`src/rtl/uart8_transmitter_pkg.sv`:
```
// Shared definitions for the 8-bit UART transmit path.
//   txState_t          transmitter FSM states
//   DATA_BITS_N        data bits per frame (8N1 framing)
//   DEFAULT_CLOCK_RATE system clock in Hz (Alhambra board)
//   DEFAULT_BAUD_RATE  line rate in bits/s
//   bitCycles()        clk cycles per bit, integer division
package uart8_transmitter_pkg;

  localparam int unsigned DATA_BITS_N        = 8;
  localparam int unsigned DEFAULT_CLOCK_RATE = 12000000;
  localparam int unsigned DEFAULT_BAUD_RATE  = 9600;

  typedef enum logic [2:0] {
    Idle,
    StartBit,
    DataBits,
    StopBit,
    Done
  } txState_t;

  // A result of 0 would make the divider meaningless, so clamp to at least one cycle per bit.
  function automatic int unsigned bitCycles(input int unsigned clockRate,
                                            input int unsigned baudRate);
    int unsigned cycles;
    cycles = clockRate / baudRate;
    if (cycles == 0) begin
      cycles = 1;
    end
    return cycles;
  endfunction

endpackage

```
`src/rtl/uart8_transmitter_if.sv`:
```
// Handshake and line signals of the UART transmitter.
//   txEn     enable; frames start only while high
//   txStart  request to send `in`
//   in       byte to transmit
//   out      serial tx line, idle high
//   txBusy   frame in flight
//   txDone   one-clk pulse after the stop bit
// master: the client issuing bytes. slave: the transmitter.
interface uart8_transmitter_if;

  logic       txEn;
  logic       txStart;
  logic [7:0] in;
  logic       out;
  logic       txBusy;
  logic       txDone;

  modport master (
    output txEn,
    output txStart,
    output in,
    input  out,
    input  txBusy,
    input  txDone
  );

  modport slave (
    input  txEn,
    input  txStart,
    input  in,
    output out,
    output txBusy,
    output txDone
  );

endinterface

```
`src/rtl/uart8_transmitter_baud_tick_gen.sv`:
```
// Bit-period divider. Emits a one-clk strobe on the last cycle of every CLOCK_RATE/BAUD_RATE
// cycle period. The divisor is a parameter, so the same block can serve a receiver's
// oversampling generator.
//   clk      system clock
//   reset    asynchronous, active-high reset
//   restart  clear the count so the next period starts on the following cycle
//   tick     high on the final cycle of each period
module baud_tick_gen
  import uart8_transmitter_pkg::*;
#(
  parameter int unsigned CLOCK_RATE = DEFAULT_CLOCK_RATE,
  parameter int unsigned BAUD_RATE  = DEFAULT_BAUD_RATE
) (
  input  logic clk,
  input  logic reset,
  input  logic restart,
  output logic tick
);

  localparam int unsigned BIT_CYCLES = bitCycles(CLOCK_RATE, BAUD_RATE);
  localparam int unsigned CNT_W      = (BIT_CYCLES > 1) ? $clog2(BIT_CYCLES) : 1;
  localparam logic [CNT_W-1:0] LAST  = CNT_W'(BIT_CYCLES - 1);

  logic [CNT_W-1:0] count;
  logic [CNT_W-1:0] countD;

  assign tick = (count == LAST);

  always_comb begin
    countD = count + CNT_W'(1);
    if (restart || tick) begin
      countD = '0;
    end
  end

  always_ff @(posedge clk or posedge reset) begin
    if (reset) begin
      count <= '0;
    end else begin
      count <= countD;
    end
  end

endmodule

```
`src/rtl/uart8_transmitter.sv`:
```
// Serial transmit half of the 8-bit UART. Sends one 8N1 frame per accepted request:
// start bit 0, eight data bits LSB first, stop bit 1. Each bit lasts CLOCK_RATE/BAUD_RATE clks.
//   clk    system clock
//   reset  asynchronous, active-high reset; aborts any frame and returns the line high
//   bus    slave side of uart8_transmitter_if (txEn, txStart, in / out, txBusy, txDone)
// All outputs come from registers, so the line is glitch-free.
module uart8_transmitter
  import uart8_transmitter_pkg::*;
#(
  parameter int unsigned CLOCK_RATE = DEFAULT_CLOCK_RATE,
  parameter int unsigned BAUD_RATE  = DEFAULT_BAUD_RATE
) (
  input  logic                  clk,
  input  logic                  reset,
  uart8_transmitter_if.slave    bus
);

  localparam logic [2:0] LAST_BIT = 3'(DATA_BITS_N - 1);

  txState_t   state;
  txState_t   stateD;
  logic [7:0] shift;
  logic [7:0] shiftD;
  logic [2:0] bitIdx;
  logic [2:0] bitIdxD;
  logic       outReg;
  logic       outD;
  logic       busyReg;
  logic       busyD;
  logic       doneReg;
  logic       doneD;
  logic       restart;
  logic       bitTick;

  baud_tick_gen #(
    .CLOCK_RATE (CLOCK_RATE),
    .BAUD_RATE  (BAUD_RATE)
  ) uBaud (
    .clk     (clk),
    .reset   (reset),
    .restart (restart),
    .tick    (bitTick)
  );

  // Next-state logic. The divider is only restarted on accept, so each frame's bit timing is
  // anchored to its own start bit.
  always_comb begin
    stateD  = state;
    shiftD  = shift;
    bitIdxD = bitIdx;
    restart = 1'b0;

    unique case (state)
      Idle: begin
        if (bus.txEn && bus.txStart) begin
          shiftD  = bus.in;
          restart = 1'b1;
          stateD  = StartBit;
        end
      end
      StartBit: begin
        if (bitTick) begin
          bitIdxD = '0;
          stateD  = DataBits;
        end
      end
      DataBits: begin
        if (bitTick) begin
          shiftD  = {1'b0, shift[7:1]};
          bitIdxD = bitIdx + 3'd1;
          if (bitIdx == LAST_BIT) begin
            stateD = StopBit;
          end
        end
      end
      StopBit: begin
        if (bitTick) begin
          stateD = Done;
        end
      end
      Done: begin
        // Requests seen here are dropped; the earliest accept is in the following Idle cycle.
        stateD = Idle;
      end
      default: begin
        stateD = Idle;
      end
    endcase
  end

  // Outputs are decoded from the next state so they change on the same edge as the state,
  // giving one clk from an accepted txStart to the start bit on the line.
  always_comb begin
    outD  = 1'b1;
    busyD = 1'b0;
    doneD = 1'b0;
    unique case (stateD)
      StartBit: begin
        outD  = 1'b0;
        busyD = 1'b1;
      end
      DataBits: begin
        outD  = shiftD[0];
        busyD = 1'b1;
      end
      StopBit: begin
        busyD = 1'b1;
      end
      Done: begin
        doneD = 1'b1;
      end
      default: begin
        outD = 1'b1;
      end
    endcase
  end

  always_ff @(posedge clk or posedge reset) begin
    if (reset) begin
      state   <= Idle;
      shift   <= '0;
      bitIdx  <= '0;
      outReg  <= 1'b1;
      busyReg <= 1'b0;
      doneReg <= 1'b0;
    end else begin
      state   <= stateD;
      shift   <= shiftD;
      bitIdx  <= bitIdxD;
      outReg  <= outD;
      busyReg <= busyD;
      doneReg <= doneD;
    end
  end

  assign bus.out    = outReg;
  assign bus.txBusy = busyReg;
  assign bus.txDone = doneReg;

endmodule

```
`src/flat_wrapper.sv`:
```
// flat-port wrapper written by rule: the top's interface ports become plain ports
module uart8_transmitter_flat import uart8_transmitter_pkg::*;
#(
  parameter int unsigned CLOCK_RATE = DEFAULT_CLOCK_RATE,
  parameter int unsigned BAUD_RATE  = DEFAULT_BAUD_RATE
)
  (clk, reset, bus_txEn, bus_txStart, bus_in, bus_out, bus_txBusy, bus_txDone);
  uart8_transmitter_if bus_i ();
  input  logic clk;
  input  logic reset;
  input wire logic [$bits(bus_i.txEn)-1:0] bus_txEn;
  input wire logic [$bits(bus_i.txStart)-1:0] bus_txStart;
  input wire logic [$bits(bus_i.in)-1:0] bus_in;
  output wire logic [$bits(bus_i.out)-1:0] bus_out;
  output wire logic [$bits(bus_i.txBusy)-1:0] bus_txBusy;
  output wire logic [$bits(bus_i.txDone)-1:0] bus_txDone;
  assign bus_i.txEn = bus_txEn;
  assign bus_i.txStart = bus_txStart;
  assign bus_i.in = bus_in;
  assign bus_out = bus_i.out;
  assign bus_txBusy = bus_i.txBusy;
  assign bus_txDone = bus_i.txDone;
  uart8_transmitter #(.CLOCK_RATE(CLOCK_RATE), .BAUD_RATE(BAUD_RATE)) u_core (.clk(clk), .reset(reset), .bus(bus_i));
endmodule
```
`config.mk`:
```
export PLATFORM = sky130hd
export DESIGN_NAME = uart8_transmitter_flat
export DESIGN_NICKNAME = d
export VERILOG_FILES = /design/src/rtl/uart8_transmitter_pkg.sv /design/src/rtl/uart8_transmitter_if.sv /design/src/rtl/uart8_transmitter_baud_tick_gen.sv /design/src/rtl/uart8_transmitter.sv /design/src/flat_wrapper.sv
export SDC_FILE = /design/constraint.sdc
export NUM_CORES = 1
export LEC_CHECK = 0
export CAP_MARGIN = 25
export CORE_MARGIN = 1.5
export CORE_UTILIZATION = 59
export CTS_CLUSTER_DIAMETER = 120
export DETAILED_ROUTE_END_ITERATION = 7
export GPL_TIMING_DRIVEN = 0
export MAX_ROUTING_LAYER = met4
export PLACE_DENSITY = 0.83
export SLEW_MARGIN = 20
export SYNTH_ARGS = -nofsm -noshare
export SYNTH_HDL_FRONTEND = slang
export SYNTH_SLANG_ARGS = --single-unit
```
`constraint.sdc`:
```
create_clock -name clk -period 4.71 [get_ports clk]
set_clock_uncertainty 0.15 [all_clocks]
set_input_delay 0.942 -clock clk [delete_from_list [all_inputs] [get_ports clk]]
set_output_delay 0.942 -clock clk [all_outputs]
set_load 0.01 [all_outputs]
```
==> results_dict.tcl <==
set metrics [dict create \
    syn_inst 131 \
    drt-met1-wl_um 1170 \
    final_nets 166 \
    grt_pass1_vias 1009 \
    cts_made_buffers 3 \
    drc_errors 0 \
    power.density_nw_per_um2 255 \
    dieHeight_um 51.1 \
    setup_viol 0 \
    place_congestion 0.761 \
    cap_violations 0 \
    wl_um 2460 \
    fillers 162 \
    synth-compound-area-share_pct 14.9 \
    layout-drive-gt1-share_pct 6.71 \
    final.min_clock_period_ps 2470 \
    grtUsageTotal_pct 22.4 \
    drv_slew 0 \
    first_iter_violations 12 \
    worstMarginPinSlew_ps 621 \
    crit_start "u_core.bus.out" \
    holdCritPathClass "flip-flop to flip-flop" \
    arrival_ps 1380 \
    status "complete, no violations" \
    pwr-share-comb_pct 3.6 \
    synth.area.mux_share_pct 1.47 \
    rows 17 \
    seq_power_share_pct 59.2 \
    overflow 0 \
    clkLatencyLatePin_ps 310 \
    synthSimpleGateAreaFrac_pct 18.8 \
    cts-resized-gates 0 \
    yosysSeqAreaShare_pct 51.4 \
    syn2layout_area_growth_pct 16.7 \
    syn_area_sq_um 1370 \
    synth_top_family_by_area "simple AND/OR/NAND/NOR gates" \
    cts_tree "done" \
    initial_core_util_pct 62.3 \
    synth_fa_ha_area_share_pct 3.67 \
    clk_path_buf_depth 2 \
    cpPeakStageDelay_ps 540 \
    ys_seq_elements 28 \
    cp-start-kind "flip-flop" \
    hold_viol_final 0 \
    clkPwrFrac_pct 37.2 \
    met2_length_um 1230 \
    hold_ws_ps 346 \
    vias_per_cell 5.59 \
    die_w_um 51.1 \
    hold_buffers 0 \
    end_kind "output port" \
    fmax_mhz 405 \
    root_buffer "clkbuf_4" \
    wl_met3_um 52 \
    portBuffers 14 \
    cts_setup_buffers 0 \
    switching_share_pct 17.6 \
    period_share_pct 52.5 \
    antenna_found_initial 0 \
    htreeDepth 1 \
    crit_fanout 1 \
    fin_tns_setup_ps 0 \
    grt_max_degree 29 \
    relSlewSlack_pct 58.2 \
    grt_pass1_wl_um 4260 \
    crit_slowest_cell "dfstp_2" \
    avgSynthCellArea_sq_um 10.4 \
    crit_family "flip-flops" \
    cp_num_buf_inv 1 \
    wl_per_cell_um 13.9 \
    vdd_ir_drop_max_v 0.000223 \
    core_area_sq_um 2190 \
    dpl.hpwl_um 1850 \
    crit_chain "clkdlybuf4s50_1" \
    postRouteAntennaNets 0 \
    top_layer_used "met4" \
    required_ps 3620 \
    clk_pin_slew_ps 140 \
    holdCritStartpoint "u_core.shift[5]" \
    synth_xor_area_share_pct 6.42 \
    die_area_sq_um 2610 \
    ys_types 35 \
    p_sw_uw 71.5 \
    syn-num-nets 147 \
    rsz0062_at_grt "no" \
    cts_sinks 28 \
    rr_startpoint "u_core.uBaud.count[4]" \
    firstDrtPassIters 4 \
    pin_count 15 \
    ys_warn_count 0 \
    crit_type "flip-flop to output port" \
    p_int_uw 335 \
    vias 989 \
    diodes 0 \
    leakage_uw 0.000748 \
]
-- cell type report --
| type | instances | area (sq um) | area share, % |
|---|---|---|---|
| clock buffer | 3 | 22.5 | 1.41 |
| buffer | 5 | 26.3 | 1.65 |
| multi-input combinational | 93 | 618 | 38.8 |
| clock inverter | 1 | 30.0 | 1.89 |
| timing repair buffer | 14 | 140 | 8.80 |
| sequential | 28 | 702 | 44.1 |
| inverter | 5 | 18.8 | 1.18 |
| tap | 28 | 35.0 | 2.20 |
-- flip-flops by register name (all words and copies together) (netlist names) --
name                cells
u_core.bitIdx           3
u_core.bus.out          1
u_core.bus.txBusy       1
u_core.bus.txDone       1
u_core.shift            8
u_core.state            3
u_core.uBaud.count     11
-- path summary, 6_finish.rpt --
| kind | to | slack [ps] | cells after the start |
|---|---|---|---|
| min in group asynchronous | u_core.shift[7] | 830 | 2 |
| worst min register to register | u_core.shift[5] | 350 | 1 |
| worst max-delay path | bus_out | 2240 | 1 |
| worst min-delay path | u_core.shift[5] | 350 | 1 |
| worst max register to register | u_core.shift[1] | 2280 | 6 |
| max in group asynchronous | u_core.bus.txBusy | 3200 | 2 |
-- per-stage QoR --
step / utilization [%] / std cells / setup slack (ps) / power, uW / instance area [sq um]
after floorplan: - / 131 / 2450 / 249 / 1370
after global placement: 70.3 / 173 / 2020 / 259 / 1540
after detailed placement: 70.3 / 173 / 1940 / 260 / 1540
after CTS: 72.7 / 177 / 2220 / 413 / 1590
after global routing: 72.7 / 177 / 2170 / 423 / 1590
final: 72.7 / 177 / 2240 / 406 / 1590
-- placed cells by master (no fill, tap or decap), types with 2 or more instances in the layout --
cell type,netlist,routed
nor3_1,2,2
xor2_1,4,4
mux2i_1,2,2
nand2_1,10,10
nor2b_1,2,2
inv_1,5,4
o31ai_1,2,2
ha_1,4,4
nand4_1,2,2
dfrtp_1,27,27
nor4_1,2,2
a22o_1,7,7
clkdlybuf4s50_1,0,14
a21o_1,7,7
o21ai_0,2,2
and3_1,2,2
a31oi_1,2,2
clkbuf_1,3,3
xnor2_1,6,6
nor2_1,19,19
nand3_1,6,6
clkbuf_4,0,3
-- per-layer routing --
metal / vias to the layer above / track usage [%]
li1: 502 / -
met1: 477 / 26.8
met2: 8 / 38.7
met3: 2 / 3.80
met4: 0 / 6.76
met5: - / -
-- cell usage after synthesis --
cell type | count | share of area (%)
a211oi_2 | 1 | 0.92
a21o_1 | 7 | 3.8
a21oi_1 | 1 | 0.37
a221o_1 | 1 | 0.73
a22o_1 | 7 | 4.5
a31oi_1 | 2 | 0.92
and2_1 | 1 | 0.46
and3_1 | 2 | 0.92
and4_1 | 1 | 0.64
buf_1 | 1 | 0.27
buf_6 | 1 | 0.82
clkbuf_1 | 3 | 0.82
dfrtp_1 | 27 | 49
dfstp_2 | 1 | 1.9
ha_1 | 4 | 3.7
inv_1 | 5 | 1.4
mux2i_1 | 2 | 1.5
nand2_1 | 10 | 2.8
nand3_1 | 6 | 2.2
nand4_1 | 2 | 0.92
nand4bb_1 | 1 | 0.82
nor2_1 | 19 | 5.2
nor2_4 | 1 | 0.82
nor2b_1 | 2 | 0.92
nor3_1 | 2 | 0.73
nor4_1 | 2 | 0.92
o211ai_1 | 1 | 0.55
o21ai_0 | 2 | 0.73
o311ai_0 | 1 | 0.64
o31a_1 | 1 | 0.64
o31ai_1 | 2 | 1.1
or3_1 | 1 | 0.46
or4b_4 | 1 | 1.0
xnor2_1 | 6 | 3.8
xor2_1 | 4 | 2.6
-- power by group through the flow --
stage	registers, uW	logic [uW]	clock network, uW
floorplan	245	3.89	0
global placement	245	14.3	0
detailed placement	245	14.9	0
CTS	241	15.0	157
global route	241	16.4	166
finish	240	14.8	151
-- cells by family after synthesis --
family,Yosys count
AO/OA/AOI/OAI,26
XOR/XNOR,10
adder cells (fa/ha/maj),4
buffers and inverters,10
flip-flops,28
multiplexers,2
AND/OR/NAND/NOR,51
Power figures use the tool's default switching activity.
